[src/rtl/grid_feeder.sv]
// Board streaming front end: buffers a 64-square board from the host, streams it plus a
// move word to the decoder, then absorbs the updated board coming back.
module grid_feeder #(
    parameter int MOVE_WIDTH     = 16,
    parameter int GRID_ELE_WIDTH = 8
) (
    input  logic                      clk,
    input  logic                      nrst,
    input  logic                      load_v,
    input  logic [GRID_ELE_WIDTH-1:0] load_d,
    input  logic                      start,
    input  logic [MOVE_WIDTH-1:0]     move_d,
    input  logic                      ret_v,
    input  logic [GRID_ELE_WIDTH-1:0] ret_d,
    output logic                      grid_ov,
    output logic [GRID_ELE_WIDTH-1:0] grid_od,
    output logic                      move_ov,
    output logic [MOVE_WIDTH-1:0]     move_od,
    output logic                      busy,
    output logic                      board_valid,
    output logic                      done,
    output logic                      err
);

    typedef enum logic [2:0] {
        IDLE      = 3'd0,
        LOAD      = 3'd1,
        SEND_GRID = 3'd2,
        SEND_MOVE = 3'd3,
        RECV      = 3'd4
    } state_t;

    localparam logic [5:0] LAST_IDX = 6'd63;

    state_t                    state_r, state_n;
    logic [5:0]                cnt_r, cnt_n;
    logic                      board_valid_r, board_valid_n;
    logic [MOVE_WIDTH-1:0]     move_r, move_n;
    logic [GRID_ELE_WIDTH-1:0] board_r [0:63];

    logic                      wr_en_s;
    logic [5:0]                wr_addr_s;
    logic [GRID_ELE_WIDTH-1:0] wr_data_s;

    logic                      grid_ov_r, grid_ov_n;
    logic [GRID_ELE_WIDTH-1:0] grid_od_r, grid_od_n;
    logic                      move_ov_r, move_ov_n;
    logic [MOVE_WIDTH-1:0]     move_od_r, move_od_n;
    logic                      busy_r, busy_n;
    logic                      done_r, done_n;
    logic                      err_r, err_n;

    // Next-state, counter, buffer-write and next-output decode.
    always_comb begin
        state_n       = state_r;
        cnt_n         = cnt_r;
        board_valid_n = board_valid_r;
        move_n        = move_r;
        wr_en_s       = 1'b0;
        wr_addr_s     = cnt_r;
        wr_data_s     = load_d;
        grid_ov_n     = 1'b0;
        grid_od_n     = {GRID_ELE_WIDTH{1'b0}};
        move_ov_n     = 1'b0;
        move_od_n     = {MOVE_WIDTH{1'b0}};
        done_n        = 1'b0;
        err_n         = 1'b0;
        case (state_r)
            IDLE: begin
                // A load always beats a simultaneous start.
                if (load_v) begin
                    wr_en_s       = 1'b1;
                    wr_addr_s     = 6'd0;
                    cnt_n         = 6'd1;
                    board_valid_n = 1'b0;
                    state_n       = LOAD;
                end else if (start) begin
                    if (board_valid_r) begin
                        move_n  = move_d;
                        cnt_n   = 6'd0;
                        state_n = SEND_GRID;
                    end else begin
                        err_n = 1'b1;
                    end
                end else begin
                    state_n = IDLE;
                end
            end
            LOAD: begin
                if (load_v) begin
                    wr_en_s = 1'b1;
                    if (cnt_r == LAST_IDX) begin
                        board_valid_n = 1'b1;
                        cnt_n         = 6'd0;
                        state_n       = IDLE;
                    end else begin
                        cnt_n = cnt_r + 6'd1;
                    end
                end else begin
                    state_n = LOAD;
                end
            end
            SEND_GRID: begin
                grid_ov_n = 1'b1;
                grid_od_n = board_r[cnt_r];
                if (cnt_r == LAST_IDX) begin
                    cnt_n   = 6'd0;
                    state_n = SEND_MOVE;
                end else begin
                    cnt_n = cnt_r + 6'd1;
                end
            end
            SEND_MOVE: begin
                move_ov_n = 1'b1;
                move_od_n = move_r;
                cnt_n     = 6'd0;
                state_n   = RECV;
            end
            RECV: begin
                if (ret_v) begin
                    wr_en_s   = 1'b1;
                    wr_data_s = ret_d;
                    if (cnt_r == LAST_IDX) begin
                        done_n        = 1'b1;
                        board_valid_n = 1'b1;
                        cnt_n         = 6'd0;
                        state_n       = IDLE;
                    end else begin
                        cnt_n = cnt_r + 6'd1;
                    end
                end else begin
                    state_n = RECV;
                end
            end
            default: begin
                state_n       = IDLE;
                cnt_n         = 6'd0;
                board_valid_n = 1'b0;
            end
        endcase
        busy_n = (state_n != IDLE);
    end

    // FSM state register.
    always_ff @(posedge clk or negedge nrst) begin
        if (!nrst) begin
            state_r <= IDLE;
        end else begin
            state_r <= state_n;
        end
    end

    // Datapath and output registers; reset clears every visible output at once.
    always_ff @(posedge clk or negedge nrst) begin
        if (!nrst) begin
            cnt_r         <= 6'd0;
            board_valid_r <= 1'b0;
            move_r        <= {MOVE_WIDTH{1'b0}};
            grid_ov_r     <= 1'b0;
            grid_od_r     <= {GRID_ELE_WIDTH{1'b0}};
            move_ov_r     <= 1'b0;
            move_od_r     <= {MOVE_WIDTH{1'b0}};
            busy_r        <= 1'b0;
            done_r        <= 1'b0;
            err_r         <= 1'b0;
        end else begin
            cnt_r         <= cnt_n;
            board_valid_r <= board_valid_n;
            move_r        <= move_n;
            grid_ov_r     <= grid_ov_n;
            grid_od_r     <= grid_od_n;
            move_ov_r     <= move_ov_n;
            move_od_r     <= move_od_n;
            busy_r        <= busy_n;
            done_r        <= done_n;
            err_r         <= err_n;
        end
    end

    // Board storage is left unreset; board_valid qualifies its contents.
    always_ff @(posedge clk) begin
        if (wr_en_s) begin
            board_r[wr_addr_s] <= wr_data_s;
        end
    end

    assign grid_ov     = grid_ov_r;
    assign grid_od     = grid_od_r;
    assign move_ov     = move_ov_r;
    assign move_od     = move_od_r;
    assign busy        = busy_r;
    assign board_valid = board_valid_r;
    assign done        = done_r;
    assign err         = err_r;

endmodule

[config.mk]
export PLATFORM = sky130hd
export DESIGN_NAME = grid_feeder
export DESIGN_NICKNAME = d
export VERILOG_FILES = /design/src/rtl/grid_feeder.sv
export SDC_FILE = /design/constraint.sdc
export NUM_CORES = 1
export LEC_CHECK = 0
export CELL_PAD_IN_SITES_DETAIL_PLACEMENT = 1
export CELL_PAD_IN_SITES_GLOBAL_PLACEMENT = 2
export CORE_ASPECT_RATIO = 0.6
export CORE_MARGIN = 4
export CORE_UTILIZATION = 40
export DETAILED_ROUTE_END_ITERATION = 10
export PLACE_DENSITY_LB_ADDON = 0.1
export SLEW_MARGIN = 30
export SYNTH_ARGS = -nofsm -noshare
export SYNTH_HDL_FRONTEND = slang
export SYNTH_SLANG_ARGS = --single-unit
[constraint.sdc]
create_clock -name clk -period 2.5 [get_ports clk]
set_input_delay 0.25 -clock clk [delete_from_list [all_inputs] [get_ports clk]]
set_output_delay 0.25 -clock clk [all_outputs]
set_load 0.01 [all_outputs]
Word level (Yosys, flattened, before mapping)
Memory sizes are Yosys's and may differ from the RTL's.
Cells that the tools add are included.

word-level totals
  register bits after elaboration = 55
  bits in writable memories = 512
  output and inout port bits = 30
  memories kept = 1

cells by class
  $add $sub $neg = 1
  equal/unequal tests = 10
  mux-type cells = 40
  bitwise gates (word level) = 2
  reduce and logical (&&, ||, !) cells = 7

memory list
  memory   words  width  read ports  clocked after Yosys merged registers in  wr ports  RTL line  source
  board_r  64     8      1           0                                        1         39        logic [GRID_ELE_WIDTH-1:0] board_r [0:63];

operator list
  operator                                              count
  two-way mux 6 bit                                     8
  two-way mux 8 bit                                     3
  one-hot mux 6 bit (4 select lines)                    1
  two-way mux 3 bit                                     7
  two-way mux 1 bit                                     17
  two-way mux 16 bit                                    1
  one-hot mux 3 bit (5 select lines)                    1
  AND reduction 4 bit                                   3
  adder 6 x 1 -> 6 bit (second input constant)          1
  equality test 3 x 2 -> 1 bit (second input constant)  2
  equality test 6 bit (second input constant)           1
  inequality test 2 bit (second input constant)         3
  inequality test 3 bit (second input constant)         2
  one-hot mux 1 bit (4 select lines)                    1
  OR reduction 2 bit                                    2
  equality test 3 x 1 -> 1 bit (second input constant)  1
  equality test 3 bit (second input constant)           1
  logical NOT 3 bit                                     1
  nonzero test 3 bit                                    1
  inverter 1 bit                                        2
  one-hot mux 1 bit (2 select lines)                    1

Depth between registers and ports, before layout
Gate-level depths: netlist of the first run.

  depth in word-level cells = 5
  mapped depth = 10
  depth with buffers taken out = 6

Worst setup path after synthesis of the first run
OpenSTA, ideal clock, no wires.

  kind = flip-flop to flip-flop
  start point = register cnt_r[1]
  end point = memory board_r[26][0] (enable)
  setup time = 370 ps
  arrival time = 2017 ps
  data required time = 2130 ps
  path slack = 113 ps
  stages on the path, launching flop included = 9
  cells stage by stage = dfrtp_1 buf_4 buf_6 buf_4 buf_2 buf_2 nor2b_1 nand2_1 nor2_1

on the way
  cells in the longest elaborated chain, start to end = 2

RTL lines
  element                 RTL line  source
  from (decl)             36        logic [5:0] cnt_r, cnt_n;
  from (signal assigned)  167       cnt_r <= cnt_n;
  two-way mux 6 bit       71        if (load_v) begin
  two-way mux 6 bit *     68        case (state_r)
  to (decl)               39

Every way passes the cells marked *; elsewhere a longest branch is shown, timed or not.

Worst setup path after layout of the first run
  start point = register cnt_r[0]
  end point = register grid_od_r[7] (netlist: grid_od[7])

on the way
  cells in the longest elaborated chain, start to end = 2

RTL lines
  element                   RTL line  source
  memory read (64 x 8 bit)  -
  two-way mux 8 bit         68
  named net grid_od_n[7]    46        logic [GRID_ELE_WIDTH-1:0] grid_od_r, grid_od_n;
  to (signal assigned)      160       grid_od_r <= {GRID_ELE_WIDTH{1'b0}};
  to (signal assigned)      171       grid_od_r <= grid_od_n;
  to (decl)                 46

The timed path passes the listed nets, and every way through them passes these cells.
A chain may end at the register's enable or synchronous reset.

==> results of run 1 <==
-- worst paths after layout --
path	endpoint	slack [ps]	startpoint
min in group clk	move_r[8]$_DFFE_PN0P_	260	move_d[8]
hold / removal	move_r[1]$_DFFE_PN0P_	150	nrst
setup reg to reg	grid_od[7]$_DFF_PN0_	40	cnt_r[0]$_DFFE_PN0P_
max in group asynchronous	move_r[14]$_DFFE_PN0P_	1650	nrst
hold reg to reg	move_od[15]$_DFF_PN0_	470	move_r[15]$_DFFE_PN0P_
setup / recovery	grid_od[7]$_DFF_PN0_	40	cnt_r[0]$_DFFE_PN0P_
-- cells by family (layout without fill, tap and decap cells) --
family / after synthesis / count (layout) / share of synthesized area, %
buffers and inverters: 69 / 342 / 1.806
adder cells (fa/ha/maj): 1 / 1 / 0.05609
AO/OA/AOI/OAI: 113 / 113 / 3.629
AND/OR/NAND/NOR: 215 / 215 / 4.572
multiplexers: 191 / 191 / 14.80
flip-flops: 567 / 567 / 75.10
XOR/XNOR: 1 / 1 / 0.03927
-- layout make-up --
type | count | share of cell area [%]
tap | 748 | 3.481
clock inverter | 30 | 1.038
timing repair buffer | 242 | 8.479
clock buffer | 68 | 5.296
multi-input combinational | 521 | 19.34
inverter | 2 | 0.02792
sequential | 567 | 62.34
-- power by group --
part / switching [mW] / total, mW / internal (mW) / leakage, nW
clock: 3.50 / 8.03 / 4.53 / 0.845
combinational: 3.61 / 6.41 / 2.80 / 2.89
sequential: 0.195 / 10.9 / 10.7 / 5.35
-- layer usage --
layer  track usage, %  part of all wire, %
met2            26.93                   40
met1            34.20                   53
met3            3.987                  5.4
met4            3.040                  1.0
met5                0                    0
-- state kept, by name, summed over array words and instances, names as in the netlist, 3 cells and up --
name,count
cnt_r,6
board_r,512
state_r,3
move_r,16
move_od,16
grid_od,8
-- timing repair --
action	CTS	global route
hold buffers	1	0
resized for setup	5	10
setup buffers	0	1
setup endpoints to repair	5	31
endpoints found under the hold margin	50	0
-- cell usage in the layout (no fill, tap or decap), drive strengths merged, types with 2 or more instances in the layout --
master         count
a2111oi           10
a211o              7
a211oi            35
a21oi              4
a22oi             14
and2              20
and3               4
buf              176
bufinv             5
clkbuf            68
clkdlybuf4s50     65
clkinv            25
dfrtp             55
edfxtp           512
inv                2
mux2              59
mux2i             29
mux4             103
nand2             22
nand2b             6
nand3              8
nand3b             3
nor2             103
nor2b             24
nor3              13
nor3b              3
o21ai             14
o22ai             15
o31ai              9
or2                2
or3                3
==> results.py, run 1 <==
metrics = {
    "floorplanning": {
        "die-area_um2": 59730,
        "core_area_um2": 54670,
        "ios": 67,
        "die_x_um": 312.9,
        "num_rows": 66,
        "die_y_um": 190.9,
        "initial_core_util_pct": 40.80,
    },
    "timing": {
        "tightest_slew_ps": 865.1,
        "period_share_pct": 98.39,
        "setup_viol": 0,
        "slew_viol_final": 0,
        "finClkSkew_ps": 37.07,
        "hold_violations": 0,
        "timing.fmax_mhz": 406.5,
        "hold_ws_ps": 154.2,
        "layout_setup_ws_ps": 40.19,
        "rsz0062_at_grt": "no",
        "slew-limit-headroom_pct": 42.11,
        "min_period_ps": 2460,
        "fin_setup_tns_ps": 0,
    },
    "final_layout": {
        "drive_above_1_share_pct": 29.86,
        "final_cell_area_um2": 26890,
        "multi_input_area_um2": 5199,
        "final_nets": 1424,
        "regArea_um2": 16760,
        "fillers": 5064,
        "final_util_pct": 49.18,
        "antenna_cells": 0,
        "syn_to_final_growth_pct": 20.54,
        "final_cells": 2178,
    },
    "clocking": {
        "insertion_delay_ps": 600,
        "cts_tree": "built",
        "numCtsBuffers": 52,
        "clkTransAtPathRegs_ps": 70,
        "cts_buffer_depth": 3,
        "h-tree-depth": 2,
        "root_buffer": "clkbuf_16",
        "cts.sinks": 567,
    },
    "setup_path": {
        "rr_worst_depth": 6,
        "cp-start-kind": "flop",
        "criticalPathCategory": "reg -> reg",
        "path_buf_inv": 1,
        "cp_cell_sequence": "buf_12 > mux4_1 > mux4_2 > nor3b_1 > or4_1 > a21oi_1",
        "worstSetupEndpointType": "flop",
        "worst-path-max-fanout": 13,
        "slowest_stage": "mux4_1",
        "worstSetupPathDepth": 6,
        "critPathMaxStageDelay_ps": 680,
        "worstPathArrival_ps": 2940,
        "critPathRequiredTime_ps": 2980,
        "path_delay_family": "multiplexers",
    },
    "placed_design": {
        "dp_hpwl_um": 39210,
        "gp_congestion": 0.8129,
        "placedCellCount": 2078,
        "pre_cts_ws_ps": -87.75,
        "placed_area_um2": 25120,
        "port_buffers": 66,
    },
    "drt": {
        "avgRoutedWirePerCell_um": 27.31,
        "postRouteAntennaNets": 0,
        "wirelength_um": 59480,
        "drtIter0Drc": 1060,
        "drt-vias-per-instance": 5.362,
        "dr.pass1.iters": 7,
        "drc": 0,
        "vias": 11680,
    },
    "grt": {
        "grt_pass1_wl_um": 87670,
        "grt_pass1_vias": 12270,
        "grt_max_degree": 65,
        "overflow": 0,
        "grt_usage_pct": 20.18,
        "grt_antenna_before_repair": 1,
    },
    "synthesis": {
        "yosys.area.top_type_share_pct": 68.93,
        "syn_nets": 1195,
        "synthTopCellsByArea": "edfxtp_1 (69%), mux4_2 (9.7%), dfrtp_1 (6.2%), mux2_2 (3.0%), nor2_1 (1.7%)",
        "synth_ff_type": "edfxtp_1",
        "synth-edff-count": 512,
        "postSynth.asyncResetShare_pct": 9.700,
        "yosysTopAreaCell": "edfxtp_1",
        "syn_inst": 1157,
        "synth_area_um2": 22310,
        "synth_most_common_cell": "edfxtp_1",
        "synth.avg_cell_area_um2": 19.28,
        "synth_common_cells": "edfxtp_1 (512), nor2_1 (103), mux4_2 (96), mux2_2 (59), dfrtp_1 (55)",
        "ys_types": 44,
        "seq_area_frac_synth_pct": 75.10,
        "ys_warn_count": 0,
        "ys_seq_elements": 567,
    },
    "pwr": {
        "fin_total_pwr_mw": 25.31,
        "leakagePower_nw": 9.080,
        "vdd_drop_max_mv": 0.6732,
        "powerDensity_nw_per_um2": 941.4,
    },
    "status": {
        "status": "finished, final reports clean",
    },
    "min_path": {
        "hp-class": "in -> async",
    },
    "job": {
        "cap_violations": 0,
    },
}
No activity file was read; power rests on OpenSTA's default activity.
==> run 2: changes to the inputs <==
--- a/config.mk
+++ b/config.mk
@@ -12,6 +12,7 @@
 export CORE_UTILIZATION = 40
 export DETAILED_ROUTE_END_ITERATION = 10
 export PLACE_DENSITY_LB_ADDON = 0.1
+export RECOVER_POWER = 25
 export SLEW_MARGIN = 30
 export SYNTH_ARGS = -nofsm -noshare
 export SYNTH_HDL_FRONTEND = slang
==> constraint.sdc (replaced) <==
create_clock -name clk -period 2.47 [get_ports clk]
set_input_delay 0.247 -clock clk [delete_from_list [all_inputs] [get_ports clk]]
set_output_delay 0.247 -clock clk [all_outputs]
set_load 0.01 [all_outputs]
==> results.py, run 2 (synthesized netlist as in run 1, its figures left out) <==
metrics = {
    "clocking": {
        "numCtsBuffers": 53,
        "postCtsSetupBuffers": 0,
        "cts.sinks": 567,
        "cts_tree": "built",
        "h-tree-depth": 2,
        "root_buffer": "clkbuf_16",
        "cts_buffer_depth": 3,
        "insertion_delay_ps": 600,
        "clkTransAtPathRegs_ps": 70,
    },
    "min_path": {
        "worstHoldPathCells": 3,
        "hold_start": "start",
        "holdPathEnd": "err$_DFF_PN0_",
        "hp-class": "in -> reg",
    },
    "setup_path": {
        "critPathMaxStageDelay_ps": 620,
        "worstReg2RegStart": "cnt_r[2]$_DFFE_PN0P_",
        "worstSetupPathDepth": 7,
        "path_delay_family": "compound AO/OA/AOI/OAI gates",
        "critPathRequiredTime_ps": 2970,
        "r2r_end": "grid_od[0]$_DFF_PN0_",
        "worst-path-max-fanout": 9,
        "slowest_stage": "a2111oi_1",
        "cp-start-kind": "flop",
        "path_buf_inv": 3,
        "worstSetupEndpointType": "flop",
        "worstPathArrival_ps": 2980,
        "criticalPathCategory": "reg -> reg",
        "rr_worst_depth": 7,
        "rrSetupSlack_ps": -10,
        "path_common_cell": "buf_4",
        "cp_cell_sequence": "buf_4 > and2_1 > buf_4 > a2111oi_1 > buf_4 > nor3_1 > a211oi_1",
    },
    "floorplanning": {
        "die_y_um": 190.9,
        "core_area_um2": 54670,
        "num_rows": 66,
        "ios": 67,
        "die_x_um": 312.9,
        "die-area_um2": 59730,
        "initial_core_util_pct": 40.80,
    },
    "drt": {
        "avgRoutedWirePerCell_um": 27.72,
        "drtIter0Drc": 1031,
        "drt-vias-per-instance": 5.370,
        "dr.pass1.iters": 5,
        "wirelength_um": 60750,
        "drc": 0,
        "postRouteAntennaNets": 0,
        "vias": 11770,
    },
    "timing": {
        "timing.fmax_mhz": 403.1,
        "slew-limit-headroom_pct": -1.168,
        "rsz0062_at_grt": "yes",
        "hold_violations": 0,
        "fin_setup_tns_ps": -10.50,
        "setup_viol": 1,
        "tightest_slew_ps": 1518,
        "finClkSkew_ps": 19.82,
        "slew_viol_final": 27,
        "layout_setup_ws_ps": -10.50,
        "period_share_pct": 100.4,
        "min_period_ps": 2480,
    },
    "job": {
        "cap_violations": 1,
    },
    "final_layout": {
        "syn_to_final_growth_pct": 21.15,
        "final_util_pct": 49.43,
        "final_common_cell": "edfxtp_1",
        "final_cell_mix": "edfxtp_1 (512), buf_4 (125), nor2_1 (103), mux4_2 (96), clkbuf_16 (57)",
        "top_register": "board_r",
        "drive_above_1_share_pct": 29.87,
        "final_nets": 1436,
        "largest_register_ffs": 512,
    },
    "grt": {
        "grt_max_degree": 65,
        "overflow": 0,
        "grt_usage_pct": 20.58,
        "grt_pass1_vias": 12380,
        "grt_pass1_wl_um": 89110,
        "grt_antenna_before_repair": 3,
    },
    "pwr": {
        "vdd_drop_max_mv": 0.6450,
        "powerDensity_nw_per_um2": 972.7,
        "leakagePower_nw": 9.246,
    },
    "placed_design": {
        "dp_hpwl_um": 40370,
        "gp_congestion": 0.7922,
        "port_buffers": 66,
    },
    "status": {
        "failed_checks": "max-capacitance violations, max-slew violations, negative setup slack",
        "status": "finished, violations left",
    },
}
-- run 2: changes by cell type in the layout (fill, tap and decap cells not counted), sizes merged --
| cell | previous run | this run |
|---|---|---|
| clkinv | 25 | 17 |
| bufinv | 5 | 6 |
| buf | 176 | 150 |
| clkbuf | 68 | 113 |
| inv | 2 | 3 |
| dlygate4sd3 | 1 | 31 |
| diode | 0 | 1 |
| clkdlybuf4s50 | 65 | 35 |
-- run 2: worst reg2reg max path, delay by kind of cell, from the launching register on --
family	cells	cell delay (ps)
DFF	1	550
and+or+nand+nor	2	310
buffers and inverters	3	690
AOI/OAI and AO/OA	2	840
-- run 2: area by class of cell --
class,count,area [um^2]
fill,5082,27650
sequential,567,16760
multi-input combinational,521,5234
timing repair buffer,253,2245
clock buffer,76,1568
tap,748,935.9
clock inverter,24,269.0
inverter,2,7.507
antenna,1,2.502
-- run 2: worst max path at each step --
| stage | startpoint | endpoint | slack, ps |
|---|---|---|---|
| after floorplan | cnt_r[1]$_DFFE_PN0P_ | board_r[26][0]$_DFFE_PP_ | 80 |
| after global placement | cnt_r[2]$_DFFE_PN0P_ | grid_od[4]$_DFF_PN0_ | -210 |
| after detailed placement | cnt_r[2]$_DFFE_PN0P_ | grid_od[4]$_DFF_PN0_ | -90 |
| after CTS | cnt_r[0]$_DFFE_PN0P_ | grid_od[7]$_DFF_PN0_ | 8 |
| after global routing | cnt_r[0]$_DFFE_PN0P_ | grid_od[7]$_DFF_PN0_ | -0.8 |
| final | cnt_r[2]$_DFFE_PN0P_ | grid_od[0]$_DFF_PN0_ | -10 |
-- run 2: through the flow --
step	power [mW]	worst slack (ps)	hold WS [ps]	cells	instance area, um^2
2_1_floorplan	14.82	82.92	-48.59	1157	22310
3_3_place_gp	17.70	-212.0	304.9	2090	25190
3_5_place_dp	17.76	-91.17	316.0	2090	25200
4_1_cts	26.45	7.607	191.4	2191	27060
5_1_grt	27.36	-0.8382	230.9	2191	27020
6_report	26.29	-10.50	252.7	2192	27020
-- run 2: report_power, final --
group / total [mW] / internal, mW / switching [mW]
Combinational: 6.61 / 2.83 / 3.78
Sequential: 11.0 / 10.8 / 0.225
Clock: 8.65 / 5.04 / 3.61
Total: 26.3 / 18.7 / 7.62
-- run 2: metal layers --
layer / global-route usage [%] / vias up / part of all wire [%]
met5: 0 / - / 0.021
met4: 3.499 / 2 / 1.3
met3: 4.237 / 63 / 5.9
met2: 27.55 / 283 / 40
met1: 34.52 / 6276 / 52
li1: - / 5148 / -
-- run 2: repair_timing --
| action | CTS | global route |
|---|---|---|
| endpoints found under the hold margin | 24 | 0 |
| hold buffers | 1 | 0 |
| resized for setup | 6 | 16 |
| endpoints found under the setup margin | 5 | 34 |
| pin swaps | 0 | 0 |
==> run 3: changes to the inputs <==
==> constraint.sdc (replaced) <==
create_clock -name clk -period 3.2 [get_ports clk]
set_input_delay 0.32 -clock clk [delete_from_list [all_inputs] [get_ports clk]]
set_output_delay 0.32 -clock clk [all_outputs]
set_load 0.01 [all_outputs]
==> results.py, run 3 (synthesized netlist as in run 1, its figures left out) <==
metrics = {
    "status": {
        "status": "finished, final reports clean",
    },
    "setup_path": {
        "worstPathArrival_ps": 3160,
        "cp_cell_sequence": "buf_6 > buf_6 > a2111oi_0 > o21bai_1 > clkbuf_2 > nor2_1 > clkbuf_1",
        "critPathMaxStageDelay_ps": 510,
        "critPathRequiredTime_ps": 3420,
        "path_delay_family": "buffers and inverters",
        "slowest_stage": "a2111oi_0",
        "path_common_cell": "buf_6",
        "worstSetupEndpointType": "flop",
        "path_buf_inv": 4,
        "worst-path-max-fanout": 25,
        "cp-start-kind": "flop",
        "criticalPathCategory": "reg -> reg",
    },
    "pwr": {
        "powerDensity_nw_per_um2": 754.4,
        "vdd_drop_max_mv": 0.4399,
        "fin_total_pwr_mw": 19.90,
        "leakagePower_nw": 8.876,
    },
    "final_layout": {
        "final_common_cell": "edfxtp_1",
        "final_util_pct": 48.25,
        "largest_register_ffs": 512,
        "drive_above_1_share_pct": 26.88,
        "final_nets": 1395,
        "multi_input_area_um2": 5151,
        "antenna_cells": 0,
        "fillers": 5102,
        "syn_to_final_growth_pct": 18.26,
        "regArea_um2": 16760,
        "final_cells": 2147,
        "top_register": "board_r",
        "final_cell_mix": "edfxtp_1 (512), buf_4 (115), nor2_1 (103), mux4_2 (96), mux2_2 (58)",
    },
    "timing": {
        "hold_violations": 0,
        "finClkSkew_ps": 12.68,
        "tightest_slew_ps": 1489,
        "layout_setup_ws_ps": 257.1,
        "timing.fmax_mhz": 339.8,
        "rsz0062_at_grt": "no",
        "period_share_pct": 91.97,
        "fin_setup_tns_ps": 0,
        "setup_viol": 0,
        "slew-limit-headroom_pct": 0.7066,
        "slew_viol_final": 0,
        "min_period_ps": 2943,
    },
    "floorplanning": {
        "initial_core_util_pct": 40.80,
        "die_x_um": 312.9,
        "core_area_um2": 54670,
        "ios": 67,
        "num_rows": 66,
        "die_y_um": 190.9,
        "die-area_um2": 59730,
    },
    "drt": {
        "vias": 11730,
        "avgRoutedWirePerCell_um": 28.63,
        "dr.pass1.iters": 5,
        "drtIter0Drc": 1245,
        "drc": 0,
        "postRouteAntennaNets": 0,
        "drt-vias-per-instance": 5.462,
        "wirelength_um": 61460,
    },
    "clocking": {
        "h-tree-depth": 2,
        "cts_buffer_depth": 3,
        "insertion_delay_ps": 590,
        "cts.sinks": 567,
        "clkTransAtPathRegs_ps": 70,
        "numCtsBuffers": 53,
        "postCtsSetupBuffers": 0,
        "cts_tree": "built",
        "root_buffer": "clkbuf_16",
        "ctsHoldBuffers": 1,
        "cts_resized": 0,
    },
    "grt": {
        "grt_antenna_before_repair": 1,
        "overflow": 0,
        "grt_usage_pct": 20.72,
        "grt_max_degree": 65,
        "grt_pass1_wl_um": 89360,
        "grt_pass1_vias": 12170,
    },
    "min_path": {
        "hp-class": "in -> reg",
    },
    "placed_design": {
        "placedCellCount": 2049,
        "gp_congestion": 0.8180,
        "pre_cts_ws_ps": 377.3,
        "dp_hpwl_um": 39420,
        "port_buffers": 66,
    },
    "job": {
        "cap_violations": 0,
    },
}
run 3: worst reg2reg max path, cell delays in order, from the launching register on:
cell and delay, ps:
dfrtp_4 490, buf_6 210, buf_6 250, a2111oi_0 510
o21bai_1 140, clkbuf_2 320, nor2_1 190, clkbuf_1 450
run 3: final cells by class:
type / instances / share of cell area [%]
tap: 748 / 3.548
timing repair buffer: 212 / 6.584
clock buffer: 68 / 5.630
clock inverter: 29 / 1.143
sequential: 567 / 63.54
inverter: 2 / 0.02846
multi-input combinational: 521 / 19.53
run 3: path summary, 6_finish.rpt:
kind	from	endpoint	slack [ps]	depth (start not counted)
hold / removal	start	err$_DFF_PN0_	350	3
max in group asynchronous	nrst	cnt_r[0]$_DFFE_PN0P_	910	3
setup / recovery	cnt_r[0]$_DFFE_PN0P_	board_r[56][2]$_DFFE_PP_	260	7
setup reg to reg	cnt_r[0]$_DFFE_PN0P_	board_r[56][2]$_DFFE_PP_	260	7
hold reg to reg	move_r[9]$_DFFE_PN0P_	move_od[9]$_DFF_PN0_	480	1
min in group asynchronous	nrst	move_r[4]$_DFFE_PN0P_	620	2
run 3: through the flow:
| stage | hold WS, ps | instance area (um^2) |
|---|---|---|
| after floorplan | 24.41 | 22310 |
| after global placement | 388.5 | 24700 |
| after detailed placement | 379.5 | 24700 |
| after CTS | 294.2 | 26500 |
| after global routing | 339.2 | 26380 |
| final | 351.2 | 26380 |
run 3: routing by layer:
| layer | wire length, um | part of all wire (%) | GRT usage [%] |
|---|---|---|---|
| met3 | 3396 | 5.5 | 3.500 |
| met5 | 0 | 0 | 0 |
| met1 | 32130 | 52 | 35.35 |
| met2 | 25070 | 41 | 27.59 |
| met4 | 867 | 1.4 | 3.694 |
run 3: power breakdown:
group          internal (mW)  leakage [nW]  total (mW)  switching [mW]
logic                   1.96          2.66        4.76            2.81
clock network           3.69         0.861        6.50            2.81
registers               8.34          5.35        8.63           0.297
